**config.mk**
```make
export PLATFORM = sky130hd
export DESIGN_NAME = master_tx_ltssm
export DESIGN_NICKNAME = d
export VERILOG_FILES = /design/src/rtl/master_tx_ltssm.sv
export SDC_FILE = /design/constraint.sdc
export NUM_CORES = 1
export LEC_CHECK = 0
export BUFFER_PORTS_ARGS = -buffer_cell sky130_fd_sc_hd__buf_2
export CAP_MARGIN = 20
export CORE_MARGIN = 3
export CORE_UTILIZATION = 43
export CTS_CLUSTER_DIAMETER = 60
export DETAILED_ROUTE_END_ITERATION = 12
export PLACE_DENSITY = 0.64
export SYNTH_ARGS = -nofsm -noshare
export SYNTH_HDL_FRONTEND = slang
export SYNTH_SLANG_ARGS = --single-unit
```
**constraint.sdc**
```tcl
create_clock -name clk -period 5.1 [get_ports clk]
set_input_delay 1.02 -clock clk [delete_from_list [all_inputs] [get_ports clk]]
set_output_delay 1.02 -clock clk [all_outputs]
set_load 0.05 [all_outputs]
```
**src/rtl/master_tx_ltssm.sv**
```systemverilog
// TX-side LTSSM sequencer: drives the ordered-set stream each substate needs and pulses txFinish.
// Optional EIEOS insertion for Gen3 training is compiled in with EIEOS_INSERT_EN.
module master_tx_ltssm #(
  parameter int MAXLANES   = 16,
  parameter int POLL_MIN   = 1024,
  parameter int POST_COUNT = 16,
  parameter int CNT_W      = 11
) (
  input  logic                clk,
  input  logic                reset,
  input  logic [4:0]          substate,
  input  logic [2:0]          trainToGen,
  input  logic                rxFinish,
  input  logic [7:0]          linkNumber,
  input  logic                osReady,
  output logic                osValid,
  output logic [2:0]          osType,
  output logic [7:0]          osLinkNum,
  output logic [MAXLANES-1:0] osLaneMask,
  output logic                txElectricalIdle,
  output logic                dataEnable,
  output logic                txFinish,
  output logic [CNT_W-1:0]    sentCount
);

  localparam logic [2:0] OS_NONE  = 3'd0;
  localparam logic [2:0] OS_TS1   = 3'd1;
  localparam logic [2:0] OS_TS2   = 3'd2;
  localparam logic [2:0] OS_IDLE  = 3'd3;
  localparam logic [2:0] OS_EIOS  = 3'd4;
  localparam logic [2:0] OS_EIEOS = 3'd5;

  localparam logic [4:0] SUB_L0       = 5'd10;
  localparam logic [4:0] SUB_RCVRLOCK = 5'd11;
  localparam logic [4:0] SUB_RECSPEED = 5'd13;

  localparam int PW = (POST_COUNT > 0) ? $clog2(POST_COUNT + 1) : 1;

  typedef enum logic [1:0] {S_IDLE, S_SEND, S_POST, S_DONE} state_e;

  function automatic logic [2:0] sub_type(input logic [4:0] s);
    case (s)
      5'd2, 5'd4, 5'd5, 5'd6, 5'd7, 5'd11,
      5'd14, 5'd15, 5'd16, 5'd17:   sub_type = OS_TS1;
      5'd3, 5'd8, 5'd12:            sub_type = OS_TS2;
      5'd9, 5'd18:                  sub_type = OS_IDLE;
      5'd13:                        sub_type = OS_EIOS;
      default:                      sub_type = OS_NONE;
    endcase
  endfunction

  function automatic logic [CNT_W-1:0] sub_min(input logic [4:0] s);
    sub_min = (s == 5'd2) ? CNT_W'(POLL_MIN) : CNT_W'(1);
  endfunction

  function automatic logic sub_post(input logic [4:0] s);
    sub_post = (POST_COUNT > 0) &&
               (s == 5'd3 || s == 5'd8 || s == 5'd12 || s == 5'd9 || s == 5'd18);
  endfunction

  function automatic logic sub_pad(input logic [4:0] s);
    sub_pad = (s == 5'd2 || s == 5'd3 || s == 5'd4);
  endfunction

  state_e              state_q, state_d;
  logic [4:0]          last_q, last_d, act_q, act_d;
  logic                rx_q, rx_d;
  logic [CNT_W-1:0]    cnt_q, cnt_d, cnt_inc;
  logic [PW-1:0]       post_q, post_d;
  logic                valid_q, valid_d;
  logic [2:0]          type_q, type_d;
  logic [7:0]          link_q, link_d;
  logic [MAXLANES-1:0] mask_q, mask_d;
  logic                ei_q, ei_d, de_q, de_d, fin_q, fin_d;
  logic                acc, cnt_acc, rx_nx;

`ifdef EIEOS_INSERT_EN
  logic       gen3;
  logic [4:0] ts_q, ts_d;
  assign gen3 = (trainToGen == 3'd3);
`else
  logic unused_gen;
  assign unused_gen = ^trainToGen;
`endif

  assign acc     = valid_q && osReady;
  // EIEOS acceptances never advance the substate's ordered-set count
  assign cnt_acc = acc && (type_q != OS_EIEOS);
  assign cnt_inc = (cnt_q == {CNT_W{1'b1}}) ? cnt_q : cnt_q + CNT_W'(1);
  assign rx_nx   = rx_q || rxFinish;

  always_comb begin
    state_d = state_q;
    last_d  = last_q;
    act_d   = act_q;
    rx_d    = rx_q;
    cnt_d   = cnt_q;
    post_d  = post_q;
    valid_d = valid_q;
    type_d  = type_q;
    link_d  = link_q;
    ei_d    = ei_q;
    de_d    = de_q;
    fin_d   = 1'b0;
`ifdef EIEOS_INSERT_EN
    ts_d    = ts_q;
`endif
    case (state_q)
      S_IDLE: begin
        valid_d = 1'b0;
        if (substate != last_q) begin
          state_d = S_SEND;
          act_d   = substate;
          cnt_d   = '0;
          rx_d    = 1'b0;
          post_d  = '0;
          type_d  = sub_type(substate);
          valid_d = (sub_type(substate) != OS_NONE);
          link_d  = sub_pad(substate) ? 8'hF7 : linkNumber;
          ei_d    = (sub_type(substate) == OS_NONE) && (substate != SUB_L0);
          de_d    = (substate == SUB_L0);
`ifdef EIEOS_INSERT_EN
          ts_d    = '0;
          if (gen3 && substate == SUB_RCVRLOCK) type_d = OS_EIEOS;
`endif
        end
      end
      S_SEND, S_POST: begin
        if (cnt_acc)  cnt_d = cnt_inc;
        if (rxFinish) rx_d  = 1'b1;
`ifdef EIEOS_INSERT_EN
        if (acc) begin
          if (type_q == OS_EIEOS) begin
            type_d = sub_type(act_q);
          end else if (gen3 && (type_q == OS_TS1 || type_q == OS_TS2)) begin
            if (ts_q == 5'd31) begin
              ts_d   = '0;
              type_d = OS_EIEOS;
            end else begin
              ts_d = ts_q + 5'd1;
            end
          end
        end
`endif
        if (substate != act_q) begin
          // abort: drop the substate silently, lastState untouched
          state_d = S_IDLE;
          valid_d = 1'b0;
          de_d    = 1'b0;
        end else if (state_q == S_POST) begin
          if (cnt_acc) begin
            post_d = post_q + PW'(1);
            if (post_q == PW'(POST_COUNT - 1)) begin
              state_d = S_DONE;
              valid_d = 1'b0;
              fin_d   = 1'b1;
            end
          end
        end else if (act_q == SUB_L0) begin
          state_d = S_SEND;
        end else if (sub_type(act_q) == OS_NONE) begin
          state_d = S_DONE;
          valid_d = 1'b0;
          fin_d   = 1'b1;
        end else if (act_q == SUB_RECSPEED) begin
          // one EIOS, then hold electrical idle until the RX side finishes
          if (cnt_d != '0) begin
            valid_d = 1'b0;
            ei_d    = 1'b1;
            if (rx_nx) begin
              state_d = S_DONE;
              fin_d   = 1'b1;
            end
          end
        end else if (cnt_d >= sub_min(act_q) && rx_nx) begin
          if (sub_post(act_q)) begin
            state_d = S_POST;
          end else begin
            state_d = S_DONE;
            valid_d = 1'b0;
            fin_d   = 1'b1;
          end
        end
      end
      S_DONE: begin
        state_d = S_IDLE;
        last_d  = act_q;
      end
      default: state_d = S_IDLE;
    endcase
    if (!valid_d) begin
      type_d = OS_NONE;
      link_d = 8'h00;
    end
    mask_d = {MAXLANES{valid_d}};
  end

  always_ff @(posedge clk or negedge reset) begin
    if (!reset) begin
      state_q <= S_IDLE;
      last_q  <= 5'h1F;
      act_q   <= 5'h1F;
      rx_q    <= 1'b0;
      cnt_q   <= '0;
      post_q  <= '0;
      valid_q <= 1'b0;
      type_q  <= OS_NONE;
      link_q  <= 8'h00;
      mask_q  <= '0;
      ei_q    <= 1'b1;
      de_q    <= 1'b0;
      fin_q   <= 1'b0;
`ifdef EIEOS_INSERT_EN
      ts_q    <= '0;
`endif
    end else begin
      state_q <= state_d;
      last_q  <= last_d;
      act_q   <= act_d;
      rx_q    <= rx_d;
      cnt_q   <= cnt_d;
      post_q  <= post_d;
      valid_q <= valid_d;
      type_q  <= type_d;
      link_q  <= link_d;
      mask_q  <= mask_d;
      ei_q    <= ei_d;
      de_q    <= de_d;
      fin_q   <= fin_d;
`ifdef EIEOS_INSERT_EN
      ts_q    <= ts_d;
`endif
    end
  end

  assign osValid          = valid_q;
  assign osType           = type_q;
  assign osLinkNum        = link_q;
  assign osLaneMask       = mask_q;
  assign txElectricalIdle = ei_q;
  assign dataEnable       = de_q;
  assign txFinish         = fin_q;
  assign sentCount        = cnt_q;

endmodule

```
==> flow_metrics.env <==
export IMPL_core_sq_um=7330
export IMPL_clock_path_buffers=2
export IMPL_synth_cell_area_sq_um=3280
export IMPL_synth_edf_count=0
export IMPL_setup_viol=0
export IMPL_ys_seq_area_share_pct=34.0
export IMPL_peakVddDrop_v=0.000340
export IMPL_clock_latency_ns=0.31
export IMPL_drive_above_1_share_pct=29.2
export IMPL_worstPathRequired_ns=5.30
export IMPL_async_flop_share_pct=100
export IMPL_wl_per_cell_microns=15.2
export IMPL_final_area_sq_um=3620
export IMPL_synth_cell_types=65
export IMPL_viasPerCell=5.54
export IMPL_synth_nets=398
export IMPL_ys_ff_latch=44
export IMPL_placed_area_sq_um=3460
export IMPL_pin_count=62
export IMPL_dp_hpwl_microns=5440
export IMPL_worstMarginPinSlew_ns=0.639
export IMPL_start_util_pct=44.8
export IMPL_crit_arrival_ns=3.59
export IMPL_htreeDepth=2
export IMPL_antenna_found_initial=0
export IMPL_placementRows=31
export IMPL_syn_to_final_growth_pct=10.3
export IMPL_path_clk_slew_ns=0.10
export IMPL_min_path_type="reg2reg"
export IMPL_final_common_cell="buf_2"
export IMPL_dieArea_sq_um=8720
export IMPL_drv_slew=0
export IMPL_dr_pass1_iters=5
export IMPL_drcViolationCount=0
export IMPL_numPortBuffers=58
export IMPL_routed_wl_microns=7530
export IMPL_power_leakage_nw=1.60
export IMPL_regArea_sq_um=1110
export IMPL_rsz0062_at_grt="false"
export IMPL_fill_cells=720
export IMPL_fp_dieH_microns=93.4
export IMPL_grt_pass1_vias=2663
export IMPL_gp_congestion=0.806
export IMPL_finalCritPeriodShare_pct=66.4
export IMPL_overflow=0
export IMPL_drt_initial_drc_count=132
export IMPL_relSlewSlack_pct=57.1
export IMPL_hold_buffers=0
export IMPL_syn_inst=368
export IMPL_period_needed_ns=3.38
export IMPL_cp_max_fo=7
export IMPL_multi_input_area_sq_um=1840
export IMPL_cts_sinks=44
export IMPL_post_cts_buffers=0
export IMPL_drv_cap=0
export IMPL_grt_use_total_pct=18.1
export IMPL_endpoint_kind="flop"
export IMPL_fin_nets=426
export IMPL_finalHoldViolCount=0
export IMPL_status="completed"
export IMPL_fin_util_pct=49.4
export IMPL_die_w_microns=93.4
export IMPL_ant_nets=0
export IMPL_cts_root_buf="clkbuf_8"
export IMPL_pwr_density_cell_nw_per_um2=557
export IMPL_grt_pass1_wl_microns=12800
export IMPL_grt_max_degree=45
export IMPL_vias=2750
export IMPL_final_cell_mix="buf_2, dfrtp_1, nand2_1"
export IMPL_cts_resized_gates=0
export IMPL_cts_tree="yes"
export IMPL_critPathLaunchType="flop"
export IMPL_fmax_ghz=0.295
export IMPL_cts_buffers=5
export IMPL_ys_warn_count=0
export IMPL_critPathKind="reg2reg"
export IMPL_tns_ns=0
export IMPL_avgSynthCellArea_sq_um=8.92
export IMPL_synth_main_ff_cell="dfrtp_1"
export IMPL_finalClockSkew_ns=0.0129
export IMPL_diodes=0
-- cell usage after synthesis, types with 3 or more instances --
cell	n	area, sq um
buf_4	17	128
nand2b_1	3	18.8
a31oi_1	5	31.3
dfstp_2	11	289
nor3b_1	3	22.5
o21ai_0	16	80.1
buf_6	4	45.0
dfrtp_1	33	826
o31ai_1	9	67.6
a21o_1	3	22.5
nor4_1	5	31.3
a21oi_1	28	140
nor3_2	10	100
buf_2	4	20.0
nor2b_1	3	18.8
nand2_1	30	113
nor2_1	27	101
nor3_1	14	70.1
mux2_2	11	124
nand3_1	9	45.0
o22ai_1	3	18.8
xnor2_1	12	105
o32ai_1	4	35.0
ha_1	10	125
mux2i_1	7	70.1
nand3b_1	4	30.0
inv_1	22	82.6
clkbuf_1	15	56.3
-- registers in the layout (all words and copies together), names as in the netlist --
signal	flops
sentCount	11
osLinkNum	8
act_q	5
last_q	5
post_q	5
osType	3
state_q	2
dataEnable	1
osLaneMask	1
rx_q	1
txElectricalIdle	1
txFinish	1
-- worst max-delay path: stages (launching register included) --
cell and delay (ns):
dfrtp_1 0.49, ha_1 0.35, nand2_1 0.14, o31ai_1 0.45, xnor2_1 0.23, ha_1 0.27
nand2b_1 0.14, a21o_1 0.20, o41ai_1 0.45, a41oi_2 0.22, mux2_4 0.34
-- metal layers --
layer	GRT usage [%]	routed length (microns)	part of all wire, %	up-vias
met3	3.30	323	4.3	11
li1	-	-	-	1368
met4	5.25	109	1.4	0
met5	0	0	0	-
met2	29.7	3560	47	77
met1	24.3	3540	47	1294
-- kinds of logic after synthesis --
family | after synthesis | share of synthesized area [%]
compound gates | 92 | 20.0
flops | 44 | 34.0
fa+ha+maj | 10 | 3.81
simple gates | 128 | 22.4
mux | 19 | 6.36
buf+inv | 63 | 10.2
xor+xnor | 12 | 3.20
-- report_power, final --
group	internal (mW)	leakage (nW)	switching, mW
combinational	0.366	0.990	0.779
clock	0.148	0.0548	0.133
sequential	0.467	0.560	0.124
total	0.980	1.60	1.04
-- area by class of cell --
class | instances | share of cell area, %
Clock buffer | 5 | 1.90
Clock inverter | 3 | 1.28
Inverter | 22 | 2.28
Multi-Input combinational cell | 261 | 50.7
Sequential cell | 44 | 30.8
Tap cell | 99 | 3.42
Timing Repair Buffer | 62 | 9.57
-- through the flow --
stage | setup WS (ns) | instances | hold slack, ns | power [mW]
floorplan | 1.77 | 368 | 0.450 | 1.58
global placement | 1.59 | 486 | 0.461 | 1.70
detailed placement | 1.51 | 486 | 0.471 | 1.72
CTS | 1.74 | 494 | 0.491 | 2.01
global route | 1.41 | 496 | 0.536 | 2.17
finish | 1.72 | 496 | 0.487 | 2.02
-- worst paths after layout --
check                             startpoint           end  slack, ns  depth (start not counted)
worst max-delay path            sentCount[1]    state_q[1]       1.72                         10
worst min-delay path               post_q[4]     post_q[4]       0.49                          2
worst max register to register  sentCount[1]    state_q[1]       1.72                         10
worst min register to register     post_q[4]     post_q[4]       0.49                          2
max in group asynchronous              reset      act_q[2]       3.82                          2
min in group asynchronous              reset  sentCount[2]       0.68                          1
Note: power is estimated with default switching activity, not from simulation.
